**src/rtl/locker_access_ctrl.sv**
```systemverilog
// Sequencer in front of digital_locker: serializes a code MSB-first, reports the result,
// counts consecutive failures and enforces a timed lockout. Optional: AUTO_RELOCK_EN (OPEN timeout).
//
// state   | meaning
// IDLE    | ready for a code attempt
// SHIFT   | code bits driven onto lk_pwd_in, MSB first
// CHECK   | waiting CHECK_LAT cycles, then sampling lk_unlocked
// RESP    | one-cycle result pulse, failure count update
// OPEN    | locker held unlocked until close (or timeout)
// RELOCK  | one-cycle submit pulse to relock/clear the locker
// LOCKOUT | timed refusal after MAX_FAIL consecutive failures
module locker_access_ctrl #(
  parameter int PWD_W       = 4,
  parameter int CHECK_LAT   = 1,
  parameter int MAX_FAIL    = 3,
  parameter int LOCKOUT_CYC = 16,
  parameter int OPEN_CYC    = 32
) (
  input  logic                          clk,
  input  logic                          rst_n,
  input  logic                          req_valid,
  output logic                          req_ready,
  input  logic [PWD_W-1:0]              code_in,
  input  logic                          close_req,
  output logic                          resp_valid,
  output logic                          resp_ok,
  output logic                          door_open,
  output logic                          lockout,
  output logic [$clog2(MAX_FAIL+1)-1:0] fail_cnt,
  output logic                          lk_pwd_in,
  output logic                          lk_submit,
  input  logic                          lk_unlocked
);

  localparam int FW   = $clog2(MAX_FAIL + 1);
  localparam int M1   = (PWD_W > CHECK_LAT) ? PWD_W : CHECK_LAT;
  localparam int M2   = (M1 > LOCKOUT_CYC) ? M1 : LOCKOUT_CYC;
  localparam int CMAX = (M2 > OPEN_CYC) ? M2 : OPEN_CYC;
  localparam int CW   = $clog2(CMAX + 1);

  typedef enum logic [2:0] {
    IDLE, SHIFT, CHECK, RESP, OPEN, RELOCK, LOCKOUT
  } state_t;

  state_t           state, state_nx;
  logic [CW-1:0]    cnt, cnt_nx;
  logic [PWD_W-1:0] sreg, sreg_nx;
  logic             ok, ok_nx;
  logic [FW-1:0]    fail_nx;

  always_ff @(posedge clk or negedge rst_n) begin
    if (!rst_n) begin
      state    <= IDLE;
      cnt      <= '0;
      sreg     <= '0;
      ok       <= 1'b0;
      fail_cnt <= '0;
    end else begin
      state    <= state_nx;
      cnt      <= cnt_nx;
      sreg     <= sreg_nx;
      ok       <= ok_nx;
      fail_cnt <= fail_nx;
    end
  end

  // One shared down-counter serves shift length, check wait, lockout and open timeout.
  always_comb begin
    state_nx   = state;
    cnt_nx     = cnt;
    sreg_nx    = sreg;
    ok_nx      = ok;
    fail_nx    = fail_cnt;
    req_ready  = 1'b0;
    resp_valid = 1'b0;
    resp_ok    = 1'b0;
    door_open  = 1'b0;
    lockout    = 1'b0;
    lk_pwd_in  = 1'b0;
    lk_submit  = 1'b0;
    case (state)
      IDLE: begin
        req_ready = 1'b1;
        if (req_valid) begin
          sreg_nx  = code_in;
          cnt_nx   = CW'(PWD_W - 1);
          state_nx = SHIFT;
        end
      end
      SHIFT: begin
        lk_pwd_in = sreg[PWD_W-1];
        sreg_nx   = sreg << 1;
        if (cnt == '0) begin
          cnt_nx   = CW'(CHECK_LAT - 1);
          state_nx = CHECK;
        end else begin
          cnt_nx = cnt - CW'(1);
        end
      end
      CHECK: begin
        if (cnt == '0) begin
          ok_nx    = lk_unlocked;
          state_nx = RESP;
        end else begin
          cnt_nx = cnt - CW'(1);
        end
      end
      RESP: begin
        resp_valid = 1'b1;
        resp_ok    = ok;
        if (ok) begin
          fail_nx  = '0;
`ifdef AUTO_RELOCK_EN
          cnt_nx   = CW'(OPEN_CYC - 1);
`endif
          state_nx = OPEN;
        end else begin
          if (fail_cnt != FW'(MAX_FAIL)) fail_nx = fail_cnt + FW'(1);
          state_nx = RELOCK;
        end
      end
      OPEN: begin
        door_open = 1'b1;
        if (close_req) begin
          state_nx = RELOCK;
        end
`ifdef AUTO_RELOCK_EN
        else if (cnt == '0) begin
          state_nx = RELOCK;
        end else begin
          cnt_nx = cnt - CW'(1);
        end
`endif
      end
      RELOCK: begin
        lk_submit = 1'b1;
        if (fail_cnt == FW'(MAX_FAIL)) begin
          cnt_nx   = CW'(LOCKOUT_CYC - 1);
          state_nx = LOCKOUT;
        end else begin
          state_nx = IDLE;
        end
      end
      LOCKOUT: begin
        lockout = 1'b1;
        if (cnt == '0) begin
          fail_nx  = '0;
          state_nx = IDLE;
        end else begin
          cnt_nx = cnt - CW'(1);
        end
      end
      default: state_nx = IDLE;
    endcase
  end

endmodule

```
**config.mk**
```make
export PLATFORM = sky130hd
export DESIGN_NAME = locker_access_ctrl
export DESIGN_NICKNAME = d
export VERILOG_FILES = /design/src/rtl/locker_access_ctrl.sv
export SDC_FILE = /design/constraint.sdc
export NUM_CORES = 1
export LEC_CHECK = 0
export ABC_AREA = 1
export BUFFER_PORTS_ARGS = -buffer_cell sky130_fd_sc_hd__buf_2
export CAP_MARGIN = 0
export CORE_AREA = 2 2 64 66
export DETAILED_ROUTE_END_ITERATION = 7
export DIE_AREA = 0 0 66 68
export SYNTH_ARGS = -nofsm -noshare
export SYNTH_HDL_FRONTEND = slang
export SYNTH_SLANG_ARGS = --single-unit
```
**constraint.sdc**
```tcl
create_clock -name clk -period 2 [get_ports clk]
set_input_delay 0.1 -clock clk [delete_from_list [all_inputs] [get_ports clk]]
set_output_delay 0.1 -clock clk [all_outputs]
set_load 0.05 [all_outputs]
```
-- Word level (Yosys, flattened, before mapping)
Index checks and enable logic that the tools add are counted.
- input port bits: 9
- bits in writable memories: 0
- bits in latches: 0
- ROM bits: 0
- memories kept: 0
- bits in registers: 16
- word-level logic and storage cells: 60
- output and inout port bits: 9
- muxes and demuxes: 26
- shift operators: 0
- multipliers: 0
- reductions and logical operators: 11
- add/sub/neg operators: 2
- div/mod/pow operators: 0
- bitwise gates (word level): 0
- $lt $le $gt $ge: 0
- equal/unequal tests: 16
- operator list (operator ; count):
    $mux 6 ; 4
    $pmux 6 s4 ; 1
    $pmux 3 s7 ; 1
    $mux 3 ; 6
    $ne 2x2->1 const B ; 8
    $eq 3x3->1 const B ; 3
    $mux 1 ; 8
    $pmux 4 s2 ; 1
    $eq 3x2->1 const B ; 2
    $logic_not 6->1 ; 1
    $mux 2 ; 3
    $sub 6x1->6 const B ; 1
    $reduce_and 5->1 ; 1
    $mux 4 ; 1
    $pmux 2 s2 ; 1
    $reduce_and 2->1 ; 2
    $reduce_and 4->1 ; 1
    $reduce_bool 2->1 ; 2
    $reduce_bool 4->1 ; 1
    $eq 3x1->1 const B ; 1
    $logic_not 3->1 ; 1
    $ne 3x3->1 const B ; 1
    $reduce_and 3->1 ; 1
    $add 2x1->2 const B ; 1
    other kinds (2) ; 2

-- Longest topological paths before layout
Gate-level depths: netlist (run 1).
- depth after elaboration: 4
- mapped depth: 9
- mapped depth without buffers: 9

-- Least setup slack after synthesis (run 1)
OpenSTA, ideal clock, no wires.
- path kind: register to output
- from: register state[1]
- to: output port resp_ok
- data required time: 1.900 ns
- stages on the path, launching flop included: 5
- arrival: 1.919 ns
- path buffers: 0
- slack: -0.019 ns
- cells stage by stage: dfrtp_1 nand2_1 nor2_2 inv_1 nor2_1
- word-level cells in the longest chain between the ends: 2
- ends and longest elaborated chain (element ; RTL line ; source):
    from (decl) ; 45 ; state_t state, state_nx;
    from (signal assigned) ; 59 ; state <= state_nx;
    $eq 3x2->1 ; 81 ; case (state)
    $mux 1 ; 81 ;
    to (decl) ; 26 ; output logic resp_ok,
No other way between the ends.

-- Worst setup path after layout (run 1)
- from: register state[2]
- to: output port lk_pwd_in
- word-level cells in the longest chain between the ends: 2
- ends and longest elaborated chain (element ; RTL line ; source):
    $eq 3x1->1 ; 81 ;
    $mux 1 ; 81 ;
    to (decl) ; 30 ; output logic lk_pwd_in,
No other way between the ends.

==> run_results.csv, run 1 <==
group,metric,value,unit
route,m1WireLength,1140,µm
placement,gp_congestion,0.836,
cts,clkLatencyLatePin,260,ps
route,wire_per_inst,10.5,µm
power,power_density,1710,mW/mm²
layout,area_delta_synth_final,19.6,%
cts,clock_path_buffers,2,
yosys,syn_area_per_cell,6.71,µm²
yosys,yosys_register_bits,16,
cts,cts_max_level,1,
placement,numPortBuffers,17,
layout,n_antenna_cell,0,
sta,fin_crit,1770,ps
yosys,syn_nets,175,
setup_path,endpoint_kind,"output pin",
setup_path,crit_type,"reg -> out",
placement,dp_hpwl,1960,µm
route,dr.pass1.iters,4,
placement,post-place-ws,422,ps
setup_path,crit_start,"state[2]$_DFFE_PN0P_",
layout,final_util,0.341,
sta,finalCritPeriodShare,0.885,
sta,setup_slack,231,ps
floorplan,ios,18,
sta,max_freq,0.565,GHz
sta,slew-limit-headroom,0.743,
setup_path,cp-start-kind,"flip-flop",
global_routing,grt_pass1_vias,1019,
sta,finalSetupViolations,0,
setup_path,crit_path_max_fanout,11,
global_routing,grt_max_degree,17,
cts,path_clk_slew,70,ps
setup_path,r2r-start,"cnt[0]$_DFFE_PN0P_",
setup_path,crit_required,1900,ps
floorplan,num_rows,23,
yosys,seq_area_frac_synth,0.364,
route,viasPerCell,4.41,
worst_hold_path,min_path_cells,3,
route,top_layer_used,"met4",
route,initialDrtViolationCount,27,
sta,maxSlewViolCount,0,
global_routing,grt_pass1_wl,4450,µm
setup_path,ff2ff_path_depth,8,
yosys,synth_area,0.00110,mm²
yosys,synth_edf_count,0,
sta,rsz0062_at_grt,"false",
route,drc_errors,0,
route,routed_wl,2490,µm
layout,layout.nets,198,
sta,hold_violations,0,
yosys,synth_top_flop_cell,"dfrtp_1",
worst_hold_path,min_to,"ok$_DFFE_PN0P_",
setup_path,ff2ff_setup_slack,410,ps
setup_path,crit_arrival,1670,ps
cts,cts_tree,"built",
cts,cts.sinks,16,
cts,cts_made_buffers,3,
floorplan,dieArea,0.00449,mm²
worst_hold_path,hold_path.class,"in -> reg",
cts,cts_setup_buffers,0,
sta,worst_pin_slew,385,ps
outcome,outcome,"completed",
floorplan,core_area,0.00386,mm²
cts,root_buffer,"clkbuf_8",
layout,drive_above_1_share,0.188,
yosys,synth_cell_types,22,
yosys,netlist_instances,164,
global_routing,grt_overflow,0,
yosys,synth-async-reset-ratio,1.00,
run,drv_cap,0,
sta,holdWs,43.9,ps
worst_hold_path,hold_start,"lk_unlocked",
sta,skew,1.95,ps
layout,fin_cells,236,
route,wl_met2,1240,µm
setup_path,r2r-end,"state[1]$_DFFE_PN0P_",
route,vias,1041,
power,peakVddDrop,0.000406,V
placement,placedCellCount,231,
yosys,synth_warnings,0,
floorplan,chipWidth,66,µm
power,p_leak,0.733,nW
route,postRouteAntennaNets,0,
global_routing,antenna_found_initial,0,
floorplan,start_util,0.285,
sta,setup-tns-final,0,ps
floorplan,die_h,68,µm
route,dr_wl_met3,40,µm
global_routing,grt_use_total,0.133,
-- layout make-up --
type | instances | area [µm²]
Sequential cell | 16 | 400
Fill cell | 439 | 2540
Timing Repair Buffer | 19 | 103
Clock buffer | 4 | 55.1
Tap cell | 50 | 62.6
Inverter | 26 | 97.6
Multi-Input combinational cell | 121 | 597
-- logic make-up (layout without fill, tap and decap cells) --
| group | after synthesis | after routing | share of synthesized area |
|---|---|---|---|
| AO/OA/AOI/OAI | 17 | 17 | 0.0876 |
| buffers and inverters | 27 | 49 | 0.0956 |
| flip-flops | 16 | 16 | 0.364 |
| AND/OR/NAND/NOR | 101 | 101 | 0.422 |
| XOR/XNOR | 1 | 1 | 0.00797 |
| adder cells (fa/ha/maj) | 2 | 2 | 0.0227 |
-- metrics by stage --
stage / instance area [µm²] / power [mW]
finish: 1320 / 2.25
CTS: 1320 / 2.28
global route: 1320 / 2.51
global placement: 1250 / 1.95
floorplan: 1100 / 1.67
detailed placement: 1250 / 1.97
-- registers in the layout (all words and copies together) (netlist names) --
register,flops
cnt,6
ok,1
fail_cnt,2
sreg,4
state,3
-- Yosys cell counts, types with 2 or more instances --
| cell type | number | share of area |
|---|---|---|
| a21oi_1 | 2 | 0.0091 |
| dfrtp_1 | 16 | 0.36 |
| ha_1 | 2 | 0.023 |
| inv_1 | 23 | 0.078 |
| inv_2 | 3 | 0.010 |
| nand2_1 | 56 | 0.19 |
| nand2_2 | 2 | 0.011 |
| nand3_1 | 15 | 0.068 |
| nand3b_1 | 4 | 0.027 |
| nand4_1 | 4 | 0.023 |
| nor2_1 | 12 | 0.041 |
| nor2_2 | 3 | 0.017 |
| nor3_1 | 2 | 0.0091 |
| o211ai_1 | 3 | 0.020 |
| o21ai_0 | 8 | 0.036 |
| o21ai_1 | 3 | 0.014 |
-- cells in the final DEF, fill, tap and decap left out --
master	synthesis	layout
nand2_1	56	56
inv_1	23	23
buf_2	0	17
dfrtp_1	16	16
nand3_1	15	15
nor2_1	12	11
o21ai_0	8	8
nor2_2	3	4
nand4_1	4	4
nand3b_1	4	4
clkbuf_8	0	4
inv_2	3	3
o211ai_1	3	3
o21ai_1	3	3
nand2_2	2	2
a21oi_1	2	2
nor3_1	2	2
ha_1	2	2
nor3_4	1	1
nand3_2	1	1
nor2_4	1	1
xor2_1	1	1
o21ai_2	1	1
dlygate4sd3_1	0	1
buf_4	1	1
-- timing repair --
action	CTS	global route
resized for setup	0	0
hold buffers	1	0
endpoints found under the hold margin	16	0
-- critical path, stage by stage (launching register included) --
cell     delay [ps]
dfrtp_1         520
nor3_4          410
inv_2           120
nor2_1          100
buf_2           260
-- report_power, final --
part	switching, mW	total, mW	leakage (nW)	internal, mW
combinational	0.933	1.35	0.501	0.421
clock	0.124	0.299	0.0288	0.175
sequential	0.132	0.593	0.204	0.461
-- metal layers --
layer | vias to the layer above | global-route usage
met3 | 5 | 0.0164
met2 | 8 | 0.220
met4 | 0 | 0.0765
met5 | - | 0
li1 | 566 | -
met1 | 462 | 0.167
-- worst max-delay path by stage --
stage / to / slack [ps] / cells after the start
after global routing: lk_pwd_in / 140 / 4
after floorplan: resp_ok / 190 / 4
after detailed placement: state[1]$_DFFE_PN0P_ / 420 / 8
final: lk_pwd_in / 230 / 4
after CTS: lk_pwd_in / 210 / 4
after global placement: fail_cnt[1]$_DFFE_PN0P_ / 480 / 7
(Power assumes the default switching activity.)
==> run 2, diff against run 1 <==
==> constraint.sdc (replaced) <==
create_clock -name clk -period 1.85 [get_ports clk]
set_input_delay 0.0925 -clock clk [delete_from_list [all_inputs] [get_ports clk]]
set_output_delay 0.0925 -clock clk [all_outputs]
set_load 0.05 [all_outputs]
==> run_results.csv, run 2 (synthesized netlist as in run 1, its figures left out) <==
group,metric,value,unit
placement,dp_hpwl,1980,µm
setup_path,ff2ff_path_depth,8,
setup_path,endpoint_kind,"output pin",
run,drv_cap,0,
floorplan,core_area,0.00386,mm²
cts,cts.sinks,16,
global_routing,grt_overflow,0,
setup_path,critical-path-slowest-cell,"dfrtp_1",
route,drc_errors,0,
layout,n_antenna_cell,0,
placement,post-place-ws,274,ps
sta,finalSetupViolations,0,
layout,final_common_cell,"nand2_1",
placement,gp_congestion,0.802,
setup_path,crit_arrival,1570,ps
floorplan,start_util,0.285,
worst_hold_path,min_to,"ok$_DFFE_PN0P_",
layout,top_register,"cnt",
setup_path,r2r-end,"state[1]$_DFFE_PN0P_",
sta,setup-tns-final,0,ps
worst_hold_path,hold_path.class,"in -> reg",
setup_path,max_stage_delay,500,ps
sta,max_freq,0.603,GHz
setup_path,crit_top_cell,"nor2_2",
power,peakVddDrop,0.000447,V
sta,skew,0.929,ps
setup_path,r2r-start,"cnt[0]$_DFFE_PN0P_",
route,dr.pass1.iters,4,
floorplan,ios,18,
route,wire_per_inst,10.6,µm
cts,cts_made_buffers,3,
cts,cts_tree,"built",
setup_path,crit_required,1760,ps
cts,clkLatencyLatePin,250,ps
cts,cts-resized-gates,0,
route,initialDrtViolationCount,43,
global_routing,grt_use_total,0.127,
sta,setup_slack,191,ps
power,p_leak,0.739,nW
layout,final_cell_mix,"nand2_1 (56), inv_1 (23), buf_2 (17), dfrtp_1 (16), nand3_1 (15)",
sta,worst_pin_slew,393,ps
floorplan,chipWidth,66,µm
sta,fin_crit,1660,ps
worst_hold_path,hold_start,"lk_unlocked",
cts,path_clk_slew,70,ps
floorplan,num_rows,23,
cts,cts_max_level,1,
layout,area_delta_synth_final,20.3,%
sta,slew-limit-headroom,0.738,
setup_path,worst-path-buf-inv,2,
floorplan,die_h,68,µm
placement,numPortBuffers,17,
sta,maxSlewViolCount,0,
setup_path,crit_family,"flip-flops",
route,postRouteAntennaNets,0,
sta,rsz0062_at_grt,"false",
outcome,outcome,"completed",
cts,root_buffer,"clkbuf_8",
layout,layout.nets,199,
setup_path,ff2ff_setup_slack,240,ps
global_routing,grt_pass1_vias,971,
setup_path,crit_type,"reg -> out",
route,viasPerCell,4.45,
power,power_density,1850,mW/mm²
layout,largest_reg_flops,6,
setup_path,cp-start-kind,"flip-flop",
layout,drive_above_1_share,0.193,
global_routing,grt_pass1_wl,4350,µm
floorplan,dieArea,0.00449,mm²
setup_path,crit_path_max_fanout,7,
layout,top_regs,"cnt (6), sreg (4), state (3)",
sta,finalCritPeriodShare,0.897,
sta,hold_violations,0,
worst_hold_path,min_path_cells,3,
global_routing,antenna_found_initial,0,
setup_path,critical_path.cell_chain,"nand2_1 > nor2_2 > inv_1 > nor2_2 > buf_2",
route,vias,1054,
global_routing,grt_max_degree,17,
cts,clock_path_buffers,2,
route,routed_wl,2510,µm
## run 2: repair_timing
action	in CTS	in global routing
endpoints found under the setup margin	0	1
setup buffers	0	1
hold endpoints to repair	16	0
hold buffers	1	0
## run 2: worst max path at each step
stage	startpoint	endpoint	depth (start not counted)
after floorplan	state[1]$_DFFE_PN0P_	sreg[1]$_DFFE_PN0P_	7
after global placement	cnt[0]$_DFFE_PN0P_	fail_cnt[1]$_DFFE_PN0P_	7
after detailed placement	cnt[0]$_DFFE_PN0P_	state[1]$_DFFE_PN0P_	8
after CTS	state[2]$_DFFE_PN0P_	lk_pwd_in	4
after global routing	cnt[0]$_DFFE_PN0P_	state[2]$_DFFE_PN0P_	8
final	state[1]$_DFFE_PN0P_	resp_ok	5
## run 2: through the flow
step | instance area, µm² | std cells | utilization | hold WS [ps] | total power, mW
detailed placement | 1250 | 231 | 0.324 | 32.5 | 2.13
CTS | 1320 | 236 | 0.341 | 53.7 | 2.45
global placement | 1250 | 231 | 0.324 | 36.8 | 2.12
floorplan | 1100 | 164 | - | -203 | 1.81
finish | 1320 | 237 | 0.343 | 50.7 | 2.45
global route | 1320 | 237 | 0.343 | 86.4 | 2.72
## run 2: power by group
part	internal (mW)	total, mW	switching [mW]
Combinational	0.472	1.49	1.02
Sequential	0.499	0.642	0.143
Clock	0.189	0.316	0.127
Total	1.16	2.45	1.29
## run 2: layer usage
metal / GRT usage / routed length (µm) / vias to the layer above / part of all wire
li1: - / - / 571 / -
met1: 0.166 / 1230 / 470 / 0.49
met2: 0.215 / 1200 / 9 / 0.48
met3: 0.00987 / 36 / 4 / 0.014
met4: 0.0612 / 47 / 0 / 0.019
met5: 0 / 0 / - / 0
## run 2: worst register-to-register path, delay by kind of cell (launching register included)
| kind | cells | cell delay (ps) |
|---|---|---|
| flip-flops | 1 | 390 |
| AND/OR/NAND/NOR | 3 | 500 |
| adder cells (fa/ha/maj) | 1 | 280 |
| AO/OA/AOI/OAI | 1 | 100 |
| buffers and inverters | 3 | 250 |
## run 2: cell type report
class	count	area, µm²
Sequential cell	16	400
Multi-Input combinational cell	121	597
Inverter	26	97.6
Fill cell	447	2530
Clock buffer	4	55.1
Timing Repair Buffer	20	110
Tap cell	50	62.6
==> run 3, diff against run 2 <==
--- a/config.mk
+++ b/config.mk
@@ -5,12 +5,11 @@
 export SDC_FILE = /design/constraint.sdc
 export NUM_CORES = 1
 export LEC_CHECK = 0
-export ABC_AREA = 1
 export BUFFER_PORTS_ARGS = -buffer_cell sky130_fd_sc_hd__buf_2
 export CAP_MARGIN = 0
-export CORE_AREA = 2 2 64 66
+export CORE_AREA = 2 2 62 64
 export DETAILED_ROUTE_END_ITERATION = 7
-export DIE_AREA = 0 0 66 68
+export DIE_AREA = 0 0 64 66
 export SYNTH_ARGS = -nofsm -noshare
 export SYNTH_HDL_FRONTEND = slang
 export SYNTH_SLANG_ARGS = --single-unit
==> constraint.sdc (replaced) <==
create_clock -name clk -period 1.85 [get_ports clk]
set_input_delay 0.555 -clock clk [delete_from_list [all_inputs] [get_ports clk]]
set_output_delay 0.555 -clock clk [all_outputs]
set_load 0.05 [all_outputs]
==> run_results.csv, run 3 <==
group,metric,value,unit
global_routing,grt_max_degree,17,
yosys,yosys_register_bits,16,
yosys,synth_area,0.00103,mm²
sta,max_freq,0.542,GHz
cts,clock_path_buffers,2,
outcome,outcome,"completed",
global_routing,grt_overflow,0,
layout,final_area,0.00144,mm²
placement,numPortBuffers,17,
floorplan,dieArea,0.00422,mm²
global_routing,grt_pass1_vias,989,
run,drv_cap,0,
yosys,syn_nets,128,
cts,holdBufCountCts,0,
layout,largest_reg_flops,6,
sta,skew,8.95,ps
cts,clkLatencyLatePin,300,ps
layout,drive_above_1_share,0.400,
floorplan,start_util,0.291,
sta,worst_pin_slew,386,ps
sta,maxSlewViolCount,0,
global_routing,grt_use_total,0.130,
route,routed_wl,2670,µm
floorplan,chipWidth,64,µm
sta,rsz0062_at_grt,"true",
layout,area_delta_synth_final,39.2,%
layout,final_util,0.405,
yosys,synth_most_common_cell,"dfrtp_1",
setup_path,endpoint_kind,"output pin",
layout,final_cell_mix,"buf_4 (17), dfrtp_1 (13), buf_2 (10), nand2_1 (9), a21oi_1 (7)",
route,dr.pass1.iters,4,
route,vias,994,
power,p_leak,0.631,nW
floorplan,ios,18,
sta,setup_slack,4.50,ps
route,postRouteAntennaNets,0,
route,drc_errors,0,
yosys,synth-async-reset-ratio,1.00,
sta,finalSetupViolations,0,
placement,place_area,0.00126,mm²
power,peakVddDrop,0.000551,V
route,initialDrtViolationCount,39,
worst_hold_path,hold_path.class,"in -> async",
global_routing,antenna_found_initial,0,
setup_path,crit_type,"reg -> out",
floorplan,die_h,66,µm
layout,top_regs,"cnt (6), sreg (4), state (3)",
setup_path,crit_required,1290,ps
layout,top_register,"cnt",
cts,path_clk_slew,110,ps
cts,root_buffer,"clkbuf_4",
yosys,synth_cell_types,41,
power,finalPower,2.64,mW
layout,fin_cells,198,
cts,cts_tree,"built",
yosys,yosysTopAreaCellShare,0.387,
yosys,synth_common_cells,"dfrtp_1 (16), nand2_1 (9), nor2_1 (8)",
yosys,synth_warnings,0,
setup_path,cp-start-kind,"flip-flop",
yosys,synth_area_leaders,"dfrtp_1 (39%), mux2i_1 (4.8%), a21oi_1 (3.4%)",
layout,n_antenna_cell,0,
placement,post-place-ws,35.2,ps
sta,hold_violations,0,
yosys,synth_edf_count,0,
placement,gp_congestion,0.829,
global_routing,grt_pass1_wl,4350,µm
floorplan,num_rows,22,
route,viasPerCell,5.02,
cts,cts.sinks,16,
sta,finalCritPeriodShare,0.998,
yosys,synth_area_leader_cell,"dfrtp_1",
cts,cts_max_level,1,
cts,cts_made_buffers,3,
yosys,syn_area_per_cell,8.83,µm²
yosys,synth_top_flop_cell,"dfrtp_1",
placement,placedCellCount,187,
yosys,netlist_instances,117,
route,wire_per_inst,13.5,µm
sta,fin_crit,1850,ps
layout,nFillCells,365,
setup_path,crit_arrival,1290,ps
layout,final_common_cell,"buf_4",
sta,slew-limit-headroom,0.743,
layout,layout.nets,162,
placement,dp_hpwl,1940,µm
power,power_density,1840,mW/mm²
setup_path,crit_path_max_fanout,6,
floorplan,core_area,0.00355,mm²
yosys,seq_area_frac_synth,0.387,
run 3: worst paths after layout:
kind	slack (ps)	startpoint	endpoint	cells past startpoint
min	160	rst_n	cnt[5]$_DFFE_PN0P_	1
min in group clk	470	lk_unlocked	ok$_DFFE_PN0P_	2
max in group asynchronous	1380	rst_n	state[2]$_DFFE_PN0P_	1
min reg2reg	510	sreg[0]$_DFFE_PN0P_	sreg[1]$_DFFE_PN0P_	2
max reg2reg	80	cnt[0]$_DFFE_PN0P_	cnt[2]$_DFFE_PN0P_	7
max	4	state[2]$_DFFE_PN0P_	door_open	3
run 3: area by class of cell:
class                           count  area, µm²  share of cell area
Multi-Input combinational cell     89        648               0.450
Sequential cell                    16        404               0.281
Timing Repair Buffer               35        268               0.186
Tap cell                           48       60.1              0.0417
Clock buffer                        4       36.3              0.0252
Inverter                            6       22.5              0.0157
run 3: logic make-up (layout without fill, tap and decap cells):
| kind of cell | after synthesis | after routing | synth area share |
|---|---|---|---|
| and+or+nand+nor | 43 | 43 | 0.240 |
| AOI/OAI and AO/OA | 38 | 38 | 0.243 |
| DFF | 16 | 16 | 0.387 |
| buffers and inverters | 12 | 45 | 0.0460 |
| muxes | 6 | 6 | 0.0593 |
| adders and majority gates | 2 | 2 | 0.0242 |
run 3: metrics by stage:
stage                     hold WS (ps)  setup TNS (ps)
final                              157               0
after global routing               166            -384
after CTS                          172           -18.0
after detailed placement           480               0
after global placement             467               0
after floorplan                    259            -604
run 3: where the power goes:
group	total, mW	switching (mW)	internal [mW]
Sequential	0.665	0.160	0.505
Combinational	1.74	0.972	0.763
Clock	0.243	0.123	0.120
run 3: layer usage:
layer | track usage | vias to the layer above | wire, µm
li1 | - | 496 | -
met1 | 0.164 | 482 | 1290
met3 | 0.0221 | 4 | 57
met2 | 0.223 | 12 | 1300
met4 | 0.0489 | 0 | 29
met5 | 0 | - | 0
run 3: worst max-delay path, cell delays in order (launching register included):
cell     delay [ps]
dfrtp_2         430
inv_1           160
nor3_2          200
buf_4           220
run 3: repair_timing:
action                     in CTS  in global routing
setup endpoints to repair       7                 10
gates resized for setup        19                  8
cloned                          0                  0
pin swaps                       1                  2
setup buffers                   4                  3
